===== src/rtl/cc_addr_decoder.sv =====
// cc_addr_decoder: accepts AR read requests, buffers them in a 2-entry skid buffer
// (OUT + SKID) and presents the OUT address split into tag/index/offset/bank fields.
// Acceptance is gated when any downstream FIFO reports almost-full.
//
// Optional feature macro: CC_DEC_STATS_EN enables saturating request/stall counters.
// Without it, req_cnt_o and stall_cnt_o are tied to 0.
//
// Ports:
//   clk, rst          - clock (rising edge), synchronous active-high reset
//   inct_araddr_i     - request address
//   inct_arvalid_i    - request valid
//   inct_arready_o    - request ready (no skid occupant and no almost-full)
//   fifo_afull_i      - downstream almost-full flags
//   dec_valid_o       - decoded request valid
//   dec_ready_i       - downstream ready
//   tag_o, index_o,
//   offset_o, bank_o  - fields of the OUT address
//   hs_pulse_o        - high in the cycle an AR handshake occurs
//   req_cnt_o         - accepted-request count
//   stall_cnt_o       - cycles with arvalid high but arready low
module cc_addr_decoder #(
  parameter int unsigned ADDR_W    = 32,
  parameter int unsigned OFFSET_W  = 6,
  parameter int unsigned INDEX_W   = 8,
  parameter int unsigned NUM_BANKS = 1,
  parameter int unsigned NUM_FIFO  = 4,
  localparam int unsigned TAG_W    = ADDR_W - INDEX_W - OFFSET_W,
  localparam int unsigned BANK_W   = (NUM_BANKS > 1) ? $clog2(NUM_BANKS) : 1
) (
  input  logic                clk,
  input  logic                rst,
  input  logic [ADDR_W-1:0]   inct_araddr_i,
  input  logic                inct_arvalid_i,
  output logic                inct_arready_o,
  input  logic [NUM_FIFO-1:0] fifo_afull_i,
  output logic                dec_valid_o,
  input  logic                dec_ready_i,
  output logic [TAG_W-1:0]    tag_o,
  output logic [INDEX_W-1:0]  index_o,
  output logic [OFFSET_W-1:0] offset_o,
  output logic [BANK_W-1:0]   bank_o,
  output logic                hs_pulse_o,
  output logic [31:0]         req_cnt_o,
  output logic [31:0]         stall_cnt_o
);

  // Occupancy of the OUT/SKID pair; OUT valid in StOne/StFull, SKID valid only in StFull.
  typedef enum logic [1:0] {StEmpty, StOne, StFull} state_e;

  state_e            state_q;
  logic [ADDR_W-1:0] out_addr_q;
  logic [ADDR_W-1:0] skid_addr_q;
  logic              acc;
  logic              pop;

  assign inct_arready_o = (state_q != StFull) && !(|fifo_afull_i);
  assign acc            = inct_arvalid_i && inct_arready_o;
  assign hs_pulse_o     = acc;
  assign dec_valid_o    = (state_q != StEmpty);
  assign pop            = dec_valid_o && dec_ready_i;

  always_ff @(posedge clk) begin
    if (rst) begin
      state_q     <= StEmpty;
      out_addr_q  <= '0;
      skid_addr_q <= '0;
    end else begin
      unique case (state_q)
        StEmpty: begin
          if (acc) begin
            state_q    <= StOne;
            out_addr_q <= inct_araddr_i;
          end
        end
        StOne: begin
          if (acc && pop) begin
            out_addr_q <= inct_araddr_i;
          end else if (acc) begin
            // Downstream stalled: park the new request behind OUT.
            state_q     <= StFull;
            skid_addr_q <= inct_araddr_i;
          end else if (pop) begin
            state_q <= StEmpty;
          end
        end
        StFull: begin
          if (pop) begin
            state_q    <= StOne;
            out_addr_q <= skid_addr_q;
          end
        end
        default: state_q <= StEmpty;
      endcase
    end
  end

  assign tag_o    = out_addr_q[ADDR_W-1 -: TAG_W];
  assign index_o  = out_addr_q[OFFSET_W +: INDEX_W];
  assign offset_o = out_addr_q[OFFSET_W-1:0];

  generate
    if (NUM_BANKS == 1) begin : g_single_bank
      assign bank_o = '0;
    end else begin : g_multi_bank
      // Bank is the low bits of the set index.
      assign bank_o = out_addr_q[OFFSET_W +: BANK_W];
    end
  endgenerate

`ifdef CC_DEC_STATS_EN
  logic [31:0] req_cnt_q;
  logic [31:0] stall_cnt_q;

  always_ff @(posedge clk) begin
    if (rst) begin
      req_cnt_q   <= '0;
      stall_cnt_q <= '0;
    end else begin
      if (acc && (req_cnt_q != 32'hFFFF_FFFF)) begin
        req_cnt_q <= req_cnt_q + 32'd1;
      end
      if (inct_arvalid_i && !inct_arready_o && (stall_cnt_q != 32'hFFFF_FFFF)) begin
        stall_cnt_q <= stall_cnt_q + 32'd1;
      end
    end
  end

  assign req_cnt_o   = req_cnt_q;
  assign stall_cnt_o = stall_cnt_q;
`else
  assign req_cnt_o   = 32'd0;
  assign stall_cnt_o = 32'd0;
`endif

endmodule


===== config.mk =====
export PLATFORM = sky130hd
export DESIGN_NAME = cc_addr_decoder
export DESIGN_NICKNAME = d
export VERILOG_FILES = /design/src/rtl/cc_addr_decoder.sv
export SDC_FILE = /design/constraint.sdc
export NUM_CORES = 1
export LEC_CHECK = 0
export CAP_MARGIN = 20
export CORE_ASPECT_RATIO = 0.8
export CORE_MARGIN = 2
export CORE_UTILIZATION = 40
export CTS_CLUSTER_SIZE = 24
export DETAILED_ROUTE_END_ITERATION = 10
export PLACE_DENSITY = 0.74
export SLEW_MARGIN = 20
export SYNTH_ARGS = -nofsm -noshare
export SYNTH_HDL_FRONTEND = slang
export SYNTH_SLANG_ARGS = --single-unit

===== constraint.sdc =====
create_clock -name clk -period 2 [get_ports clk]
set_input_delay 0.4 -clock clk [delete_from_list [all_inputs] [get_ports clk]]
set_output_delay 0.4 -clock clk [all_outputs]
set_load 0.03 [all_outputs]

# Word-level counts from Yosys, hierarchy flattened
# Cells that the tools add are included.
totals:
  register_bits: 66
  input_bits: 40
  out_inout_bits: 100
  elab_cells: 34
classes:
  n_eq_ne: 8
  mux: 10
  bitwise_logic: 1
  n_reduce_logical: 12
ops:
  columns: ["cell", "n"]
  rows:
  - ["2-to-1 mux 32 bit", 3]
  - ["one-hot mux 32 bit (3 select lines)", 1]
  - ["2-to-1 mux 2 bit", 5]
  - ["!= test 2 bit, second input constant", 5]
  - ["AND reduction 4 bit", 2]
  - ["one-hot mux 2 bit (3 select lines)", 1]
  - ["logical AND 1 bit", 4]
  - ["OR reduction 4 bit", 1]
  - ["!= test 3 bit, second input constant", 1]
  - ["AND reduction 3 bit", 1]
  - ["nonzero test 3 bit", 1]
  - ["equality test 2 x 1 -> 1 bit, second input constant", 1]
  - ["equality test 2 bit, second input constant", 1]
  - ["zero test 2 bit", 1]
  - ["nonzero test 2 bit", 1]
  - ["zero test 1 bit", 1]
  - ["inverter 1 bit", 1]

# Depth between registers and ports, before layout
# Gate-level depths: netlist of run 1.
logic_depth:
  word_depth: 7
  mapped_depth: 5
  depth_no_buf: 3

# Worst setup path before layout of run 1
# Ideal clock, no wire load.
synth_timing:
  path_type: "input to output"
  startpoint: "in fifo_afull_i[1]"
  endpoint: "out hs_pulse_o"
  t_arrival_ps: 1427
  slack_ps: 173
  stages: 3
  n_path_buf: 1
  cell_sequence: "nor4_4 clkbuf_1 and3_1"
synth_via:
  elab_chain_cells: 4
synth_rtl:
  columns: ["element", "line_no", "text"]
  rows:
  - ["from (decl)", "35", "input logic [NUM_FIFO-1:0] fifo_afull_i,"]
  - ["OR reduction 4 bit", "56", "assign inct_arready_o = (state_q != StFull) && !(|fifo_afull_i);"]
  - ["zero test 1 bit", "56", null]
  - ["logical AND 1 bit", "56", null]
  - ["logical AND 1 bit", "57", "assign acc = inct_arvalid_i && inct_arready_o;"]
  - ["to (decl)", "42", "output logic hs_pulse_o,"]
# Every way passes these cells.

# Worst setup path after layout of run 1
layout_timing:
  startpoint: "in fifo_afull_i[2]"
  endpoint: "out hs_pulse_o"
# The elaborated chain is that of the path after synthesis.

==> results.ini, run 1 <==
[timing]
maxSlewViolCount = 0
rsz0062_at_grt = no
finalCriticalPeriod_ns = 1.92
fmax_ghz = 0.520
final_hold_viol_count = 0
setup_ws_ns = 0.0760
setup_tns_ns = 0
finalClockSkew_ns = 0.00618
setup_viol = 0
whs_ns = 0.466
finalCritPeriodShare_pct = 96.2

[clock_network]
htree_num_levels = 3
cts_tree = yes
hold_buffers = 0
clockBufferDepth = 2
cts.clk_slew.worst_paths_ns = 0.05
clk_latency_ns = 0.33
numCtsBuffers = 9
clkSinkCount = 66
clock-root-buffer = clkbuf_16

[route]
avgViaCountPerCell = 5.72
drc_errors = 0
first_pass_iters = 5
num_vias = 3289
drtAntennaViolNets = 0
drt-initial-drc-count = 272
wl_per_cell_um = 17.0
wl_um = 9760

[floorplan]
ios = 140
core_area_um2 = 9000
die_x_um = 111
die_h_um = 90.0
dieArea_um2 = 10000
rows = 31
initial_core_util_pct = 41.1

[place]
dp.cells = 558
pre_cts_slack_ns = -0.137
dp_hpwl_um = 6280
gp_congestion = 0.737
port_buffers = 74

[pwr]
combPwrFrac_pct = 15.4
p_seq_share_pct = 41.2
power_frac_clock_pct = 43.4
netSwitchingFraction_pct = 27.6
power.density_nw_per_um2 = 690
power.switching_w = 0.000899
p_leak_nw = 1.87
p_int_w = 0.00236
vdd_drop_max_uv = 379

[cells_and_area]
final_cell_mix = clkdlybuf4s50_1, dfxtp_1, conb_1
stdcell_count = 575
fin_util_pct = 52.4
area_growth_pct = 27.7
layout_commonest_cell = clkdlybuf4s50_1
drive_gt1_share_pct = 12.8
final_nets = 495
diodes = 0

[yosys]
synth.avg_cell_area_um2 = 9.35
yosysTopAreaCell = dfxtp_1
ys_seq_elements = 66
synth_top_area_share_pct = 35.8
synthCells = 395
synth_area_um2 = 3690
yosys-top-cells-area = dfxtp_1, buf_4, mux2i_1
yosys_warnings = 0
yosysUniqueCellTypes = 29
ys_seq_area_share_pct = 35.8

[global_route]
overflow = 0
grt_pass1_vias = 3043
grt_max_degree = 67
antenna_found_initial = 0
track_usage_pct = 19.1
grt_pass1_wl_um = 15600

[worst_setup_path]
crit_type = in -> out
worstSetupStartpointType = input pin
crit_fanout = 3
worstPathRequired_ns = 1.60
endpoint_kind = output pin
arrival_ns = 1.52

[hold_path]
hold_class = reg -> reg

[flow_run]
maxCapViolations = 0

[outcome]
status = finished clean

-- worst paths after layout --
check,from,end,slack (ns),depth (start not counted)
worst max register to register,state_q[0]$_SDFFE_PP0P_,skid_addr_q[13]$_SDFFE_PP0P_,0.46,4
worst min-delay path,skid_addr_q[16]$_SDFFE_PP0P_,skid_addr_q[16]$_SDFFE_PP0P_,0.47,2
worst max-delay path,fifo_afull_i[2],hs_pulse_o,0.08,4
worst min register to register,skid_addr_q[16]$_SDFFE_PP0P_,skid_addr_q[16]$_SDFFE_PP0P_,0.47,2
-- repair_timing --
action	in CTS	in global routing
pin swaps	2	2
setup endpoints to repair	3	2
buffers inserted	1	1
gates cloned	0	0
gates resized for setup	5	1
-- routing by layer --
layer	GRT usage, %	routed length, um
met1	26.8	4400
met2	29.1	4570
met3	3.71	653
met4	7.61	130
met5	0	0
-- worst max-delay path, stage by stage --
cell,delay (ns)
clkdlybuf4s50_1,0.45
nor4_4,0.32
and3_4,0.23
buf_6,0.12
-- power groups by stage --
| stage | Clock [W] | Sequential (W) | Combinational [W] |
|---|---|---|---|
| global route | 0.00150 | 0.00134 | 0.000530 |
| global placement | 0 | 0.00137 | 0.000492 |
| floorplan | 0 | 0.00140 | 0.000384 |
| detailed placement | 0 | 0.00137 | 0.000497 |
| CTS | 0.00143 | 0.00134 | 0.000498 |
| finish | 0.00141 | 0.00134 | 0.000502 |
-- synthesized netlist by cell type, drive strengths merged --
cell / n
nor2: 1
inv: 2
or4: 1
a31o: 1
nand3: 1
or3b: 1
nor2b: 2
conb: 1
a211oi: 33
buf: 92
clkbuf: 24
dfxtp: 66
a21oi: 32
nand4b: 1
nor4: 1
nand4: 32
and3: 1
a21o: 1
mux2i: 32
and3b: 1
a31oi: 2
nand2b: 2
o31ai: 32
a311oi: 32
and2: 1
-- cell families after synthesis --
family                 Yosys count  synth area share [%]
AOI/OAI and AO/OA              133                  27.3
DFF                             66                  35.8
buffers and inverters          118                  20.0
other                            1                 0.101
and+or+nand+nor                 45                  8.16
muxes                           32                  8.67
-- through the flow --
step | cell area, um^2 | total power, W
floorplan | 3940 | 0.00178
global placement | 4430 | 0.00186
detailed placement | 4430 | 0.00187
CTS | 4710 | 0.00327
global route | 4720 | 0.00338
finish | 4720 | 0.00326
-- final cells by class --
type | instances | area [um^2]
sequential | 66 | 1320
clock inverter | 3 | 15.0
timing repair buffer | 101 | 1090
inverter | 2 | 7.51
clock buffer | 13 | 250
tap | 115 | 144
fill | 821 | 4280
multi-input combinational | 275 | 1890
-- state kept, by name, indices dropped and copies added (netlist names) --
signal	count
skid_addr_q	32
state_q	2
out_addr_q	32
No activity file was read; power rests on OpenSTA's default activity.
==> inputs of run 2 (changes only) <==
--- a/config.mk
+++ b/config.mk
@@ -11,8 +11,7 @@
 export CORE_UTILIZATION = 40
 export CTS_CLUSTER_SIZE = 24
 export DETAILED_ROUTE_END_ITERATION = 10
-export PLACE_DENSITY = 0.74
-export SLEW_MARGIN = 20
+export PLACE_DENSITY = 0.73
 export SYNTH_ARGS = -nofsm -noshare
 export SYNTH_HDL_FRONTEND = slang
 export SYNTH_SLANG_ARGS = --single-unit
==> run 2 against run 1 <==
  * Hold slack got worse by 0.0028 ns
  * Critical path type unchanged
  * Critical endpoint is now inct_arready_o
  * Largest power group unchanged
  * Die area unchanged
  * Count of clock-buffer cells in the layout fell by 2
==> results.ini, run 2 (synthesis results as in run 1) <==
[global_route]
grt_pass1_vias = 3077
grt_max_degree = 67
grt_pass1_wl_um = 15300
track_usage_pct = 18.6
overflow = 0
antenna_found_initial = 0

[cells_and_area]
fin_util_pct = 51.9
top_regs = out_addr_q: 32 flops, skid_addr_q: 32 flops, state_q: 2 flops
final_nets = 501
layout_commonest_cell = clkdlybuf4s50_1
final_cell_mix = clkdlybuf4s50_1, dfxtp_1, conb_1
area_growth_pct = 26.5
multi_input_area_um2 = 1890
drive_gt1_share_pct = 13.9
n_fill_cell = 849
diodes = 0
seqCellArea_um2 = 1320

[clock_network]
numCtsBuffers = 9
hold_buffers = 0
cts.clk_slew.worst_paths_ns = 0.05
htree_num_levels = 3
clock-root-buffer = clkbuf_16
cts_tree = yes
clockBufferDepth = 2
clk_latency_ns = 0.33
clkSinkCount = 66

[timing]
finalCritPeriodShare_pct = 97.7
maxSlewViolCount = 0
final_hold_viol_count = 0
rsz0062_at_grt = no
finalCriticalPeriod_ns = 1.95
finalClockSkew_ns = 0.00659
setup_ws_ns = 0.0467
setup_viol = 0
fmax_ghz = 0.512

[flow_run]
maxCapViolations = 0

[floorplan]
initial_core_util_pct = 41.1
core_area_um2 = 9000
die_h_um = 90.0
ios = 140
dieArea_um2 = 10000
rows = 31
die_x_um = 111

[place]
pre_cts_slack_ns = -0.145
port_buffers = 74
dp_hpwl_um = 6340
gp_congestion = 0.787

[route]
drt-initial-drc-count = 230
wl_per_cell_um = 16.2
drc_errors = 0
drtAntennaViolNets = 0
wl_um = 9430
num_vias = 3236
avgViaCountPerCell = 5.57
first_pass_iters = 5

[worst_setup_path]
arrival_ns = 1.55
crit_type = in -> out
cp_cell_sequence = clkdlybuf4s50_1 > nor4_4 > buf_4 > and2_1 > buf_6
regToRegEndpoint = out_addr_q[16]$_SDFFE_PP0P_
crit_fanout = 3
regToRegStartpoint = state_q[0]$_SDFFE_PP0P_
r2r_cells = 4
worstSetupStartpointType = input pin
rrSetupSlack_ns = 0.43
worstPathRequired_ns = 1.60
crit_slowest_cell = clkdlybuf4s50_1
endpoint_kind = output pin
critPathMaxStageDelay_ns = 0.45

[pwr]
p_leak_nw = 1.86
power.density_nw_per_um2 = 692
vdd_drop_max_uv = 307

[hold_path]
whs_path_depth = 2
hold_start = skid_addr_q[1]$_SDFFE_PP0P_
hold_class = reg -> reg
worst_hold_path.endpoint = skid_addr_q[1]$_SDFFE_PP0P_

[outcome]
status = finished clean

[run 2: worst max-delay path by stage]
stage | startpoint | to | slack (ns) | cells after the start
finish | fifo_afull_i[1] | inct_arready_o | 0.05 | 5
CTS | fifo_afull_i[1] | inct_arready_o | 0.06 | 5
detailed placement | fifo_afull_i[1] | skid_addr_q[26]$_SDFFE_PP0P_ | -0.14 | 5
global route | fifo_afull_i[1] | inct_arready_o | 0.02 | 5
global placement | fifo_afull_i[1] | skid_addr_q[30]$_SDFFE_PP0P_ | -0.11 | 5
floorplan | fifo_afull_i[1] | hs_pulse_o | 0.17 | 3
[run 2: critical path: cells and delay by family]
family | cells | cell delay, ns
buffers and inverters | 3 | 0.76
AND/OR/NAND/NOR | 2 | 0.38
[run 2: final cells by class]
| cell class | count | share of cell area (%) |
|---|---|---|
| Tap cell | 115 | 3.08 |
| Timing Repair Buffer | 107 | 22.5 |
| Inverter | 2 | 0.161 |
| Sequential cell | 66 | 28.3 |
| Clock inverter | 5 | 0.669 |
| Multi-Input combinational cell | 275 | 40.3 |
| Clock buffer | 11 | 4.98 |
[run 2: timing repair]
| item | in CTS | in global routing |
|---|---|---|
| resized for setup | 5 | 0 |
| setup buffers | 1 | 0 |
| setup endpoints to repair | 2 | 0 |
[run 2: layer usage]
metal	track usage [%]	routed length, um
met1	24.1	4110
met2	29.3	4470
met3	5.73	687
met4	6.69	161
met5	0	0
[run 2: power breakdown]
group | internal, W | total, W | switching, W
Combinational | 0.000153 | 0.000493 | 0.000340
Clock | 0.000833 | 0.00140 | 0.000569
Sequential | 0.00133 | 0.00134 | 0.00000905
[run 2: through the flow]
step,cell area [um^2],hold slack (ns),total power (W),cells,TNS [ns]
2_1_floorplan,3940,0.443,0.00178,459,0
3_3_place_gp,4400,0.450,0.00185,564,-5.34
3_5_place_dp,4400,0.460,0.00186,564,-8.08
4_1_cts,4670,0.467,0.00326,581,0
5_1_grt,4670,0.486,0.00335,581,0
6_report,4670,0.463,0.00324,581,0
==> inputs of run 3 (changes only) <==
--- a/config.mk
+++ b/config.mk
@@ -5,6 +5,7 @@
 export SDC_FILE = /design/constraint.sdc
 export NUM_CORES = 1
 export LEC_CHECK = 0
+export ABC_CLOCK_PERIOD_IN_PS = 2000
 export CAP_MARGIN = 20
 export CORE_ASPECT_RATIO = 0.8
 export CORE_MARGIN = 2
@@ -12,6 +13,7 @@
 export CTS_CLUSTER_SIZE = 24
 export DETAILED_ROUTE_END_ITERATION = 10
 export PLACE_DENSITY = 0.73
+export SETUP_SLACK_MARGIN = 0.2
 export SYNTH_ARGS = -nofsm -noshare
 export SYNTH_HDL_FRONTEND = slang
 export SYNTH_SLANG_ARGS = --single-unit
==> run 3 against run 2 <==
  * Utilization up 0.88 points
  * Maximum frequency is 10% higher
  * Non-clock buffer count down 2
  * Global-route usage rose by 0.78 points
  * Combinational power rose by 2%
  * Sequential power hardly changed
  * Largest power group unchanged
  * Register-to-register slack gained 0.08 ns
  * Highest routed layer unchanged
  * Hold slack got worse by 0.00093 ns
  * Clock power increased by 23%
  * Die area is the same
  * Critical path type unchanged
==> results.ini, run 3 (synthesis results as in run 1) <==
[place]
pre_cts_slack_ns = -0.155
dp_hpwl_um = 6390
gp_congestion = 0.799
port_buffers = 74

[global_route]
grt_pass1_wl_um = 16100
grt_max_degree = 39
track_usage_pct = 19.3
overflow = 0
antenna_found_initial = 0
grt_pass1_vias = 3098

[clock_network]
numCtsBuffers = 9
clkSinkCount = 66
cts_tree = yes
cts.clk_slew.worst_paths_ns = 0.06
htree_num_levels = 3
clock-root-buffer = clkbuf_16
clockBufferDepth = 2
clk_latency_ns = 0.33

[floorplan]
core_area_um2 = 9000
dieArea_um2 = 10000
die_h_um = 90.0
die_x_um = 111
rows = 31
ios = 140
initial_core_util_pct = 41.1

[timing]
final_hold_viol_count = 0
maxSlewViolCount = 0
finalCritPeriodShare_pct = 88.5
fmax_ghz = 0.565
whs_ns = 0.462
setup_ws_ns = 0.231
finalCriticalPeriod_ns = 1.77
finalClockSkew_ns = 0.00530
rsz0062_at_grt = yes
setup_viol = 0

[pwr]
power_w = 0.00356
vdd_drop_max_uv = 427
power.density_nw_per_um2 = 749
p_leak_nw = 1.92

[worst_setup_path]
endpoint_kind = output pin
critPathMaxStageDelay_ns = 0.29
worstPathRequired_ns = 1.60
crit_type = in -> out
worstSetupStartpointType = input pin
cp_cell_sequence = clkdlybuf4s15_1 > buf_6 > nor4_4 > and3_4 > buf_6
regToRegStartpoint = state_q[0]$_SDFFE_PP0P_
cp.buffers_inverters = 3
crit_fanout = 4
crit_slowest_cell = nor4_4
crit_start = fifo_afull_i[3]
arrival_ns = 1.37
critical_path.top_delay_family = simple AND/OR/NAND/NOR gates
cpMostUsedCell = buf_6

[cells_and_area]
top_regs = out_addr_q: 32 flops, skid_addr_q: 32 flops, state_q: 2 flops
final_nets = 499
diodes = 0
n_fill_cell = 834
final_cell_mix = conb_1, dfxtp_1, clkdlybuf4s50_1
drive_gt1_share_pct = 14.9
area_growth_pct = 28.6

[route]
avgViaCountPerCell = 5.64
wl_um = 9790
wl_per_cell_um = 16.9
drtAntennaViolNets = 0
num_vias = 3266
first_pass_iters = 5
drc_errors = 0
drt-initial-drc-count = 279

[hold_path]
hold_start = rst
hold_class = in -> reg

[flow_run]
maxCapViolations = 0

[outcome]
status = finished clean

-- run 3: changes by cell type in the layout (fill, tap and decap cells not counted), sizes merged --
cell / previous run / this run
clkbuf: 11 / 10
clkinvlp: 1 / 2
dlymetal6s2s: 0 / 2
buf: 36 / 34
clkinv: 4 / 1
clkdlybuf4s15: 0 / 3
inv: 2 / 4
dlygate4sd2: 4 / 2
clkdlybuf4s50: 67 / 63
bufinv: 0 / 2
-- run 3: path summary, 6_finish.rpt --
check	endpoint	slack, ns	cells after the start
worst max register to register	skid_addr_q[16]$_SDFFE_PP0P_	0.51	4
worst min-delay path	skid_addr_q[29]$_SDFFE_PP0P_	0.46	2
worst min register to register	skid_addr_q[20]$_SDFFE_PP0P_	0.47	2
worst max-delay path	hs_pulse_o	0.23	5
-- run 3: final cells by class --
class                      count  area [um^2]  share of cell area, %
clock buffer                   9          225                   4.74
multi-input combinational    275         1900                   39.9
inverter                       2         7.51                  0.158
clock inverter                 7          101                   2.13
tap                          115          144                   3.03
timing repair buffer         105         1050                   22.2
sequential                    66         1320                   27.8
-- run 3: metal layers --
layer  track usage, %  part of all wire (%)
met2             28.7                    45
met4             5.76                   1.8
met5                0                     0
met3             4.99                   7.3
met1             27.7                    46
-- run 3: report_power, final --
part,total (W),switching [W],internal [W]
logic,0.000501,0.000343,0.000158
clock network,0.00172,0.000618,0.00110
registers,0.00134,0.00000962,0.00133
-- run 3: repair_timing --
item,in CTS,in global routing
endpoints found under the setup margin,5,5
resized for setup,14,8
pin swaps,3,3
setup buffers,1,0
hold endpoints to repair,0,0
hold buffers,0,0
-- run 3: through the flow --
step	utilization (%)	instance area (um^2)	std cells	TNS (ns)
final	52.8	4750	579	0
after global routing	52.8	4750	579	0
after CTS	52.7	4740	579	0
after detailed placement	48.8	4390	562	-7.22
after global placement	48.8	4390	562	-5.17
after floorplan	-	3940	459	0
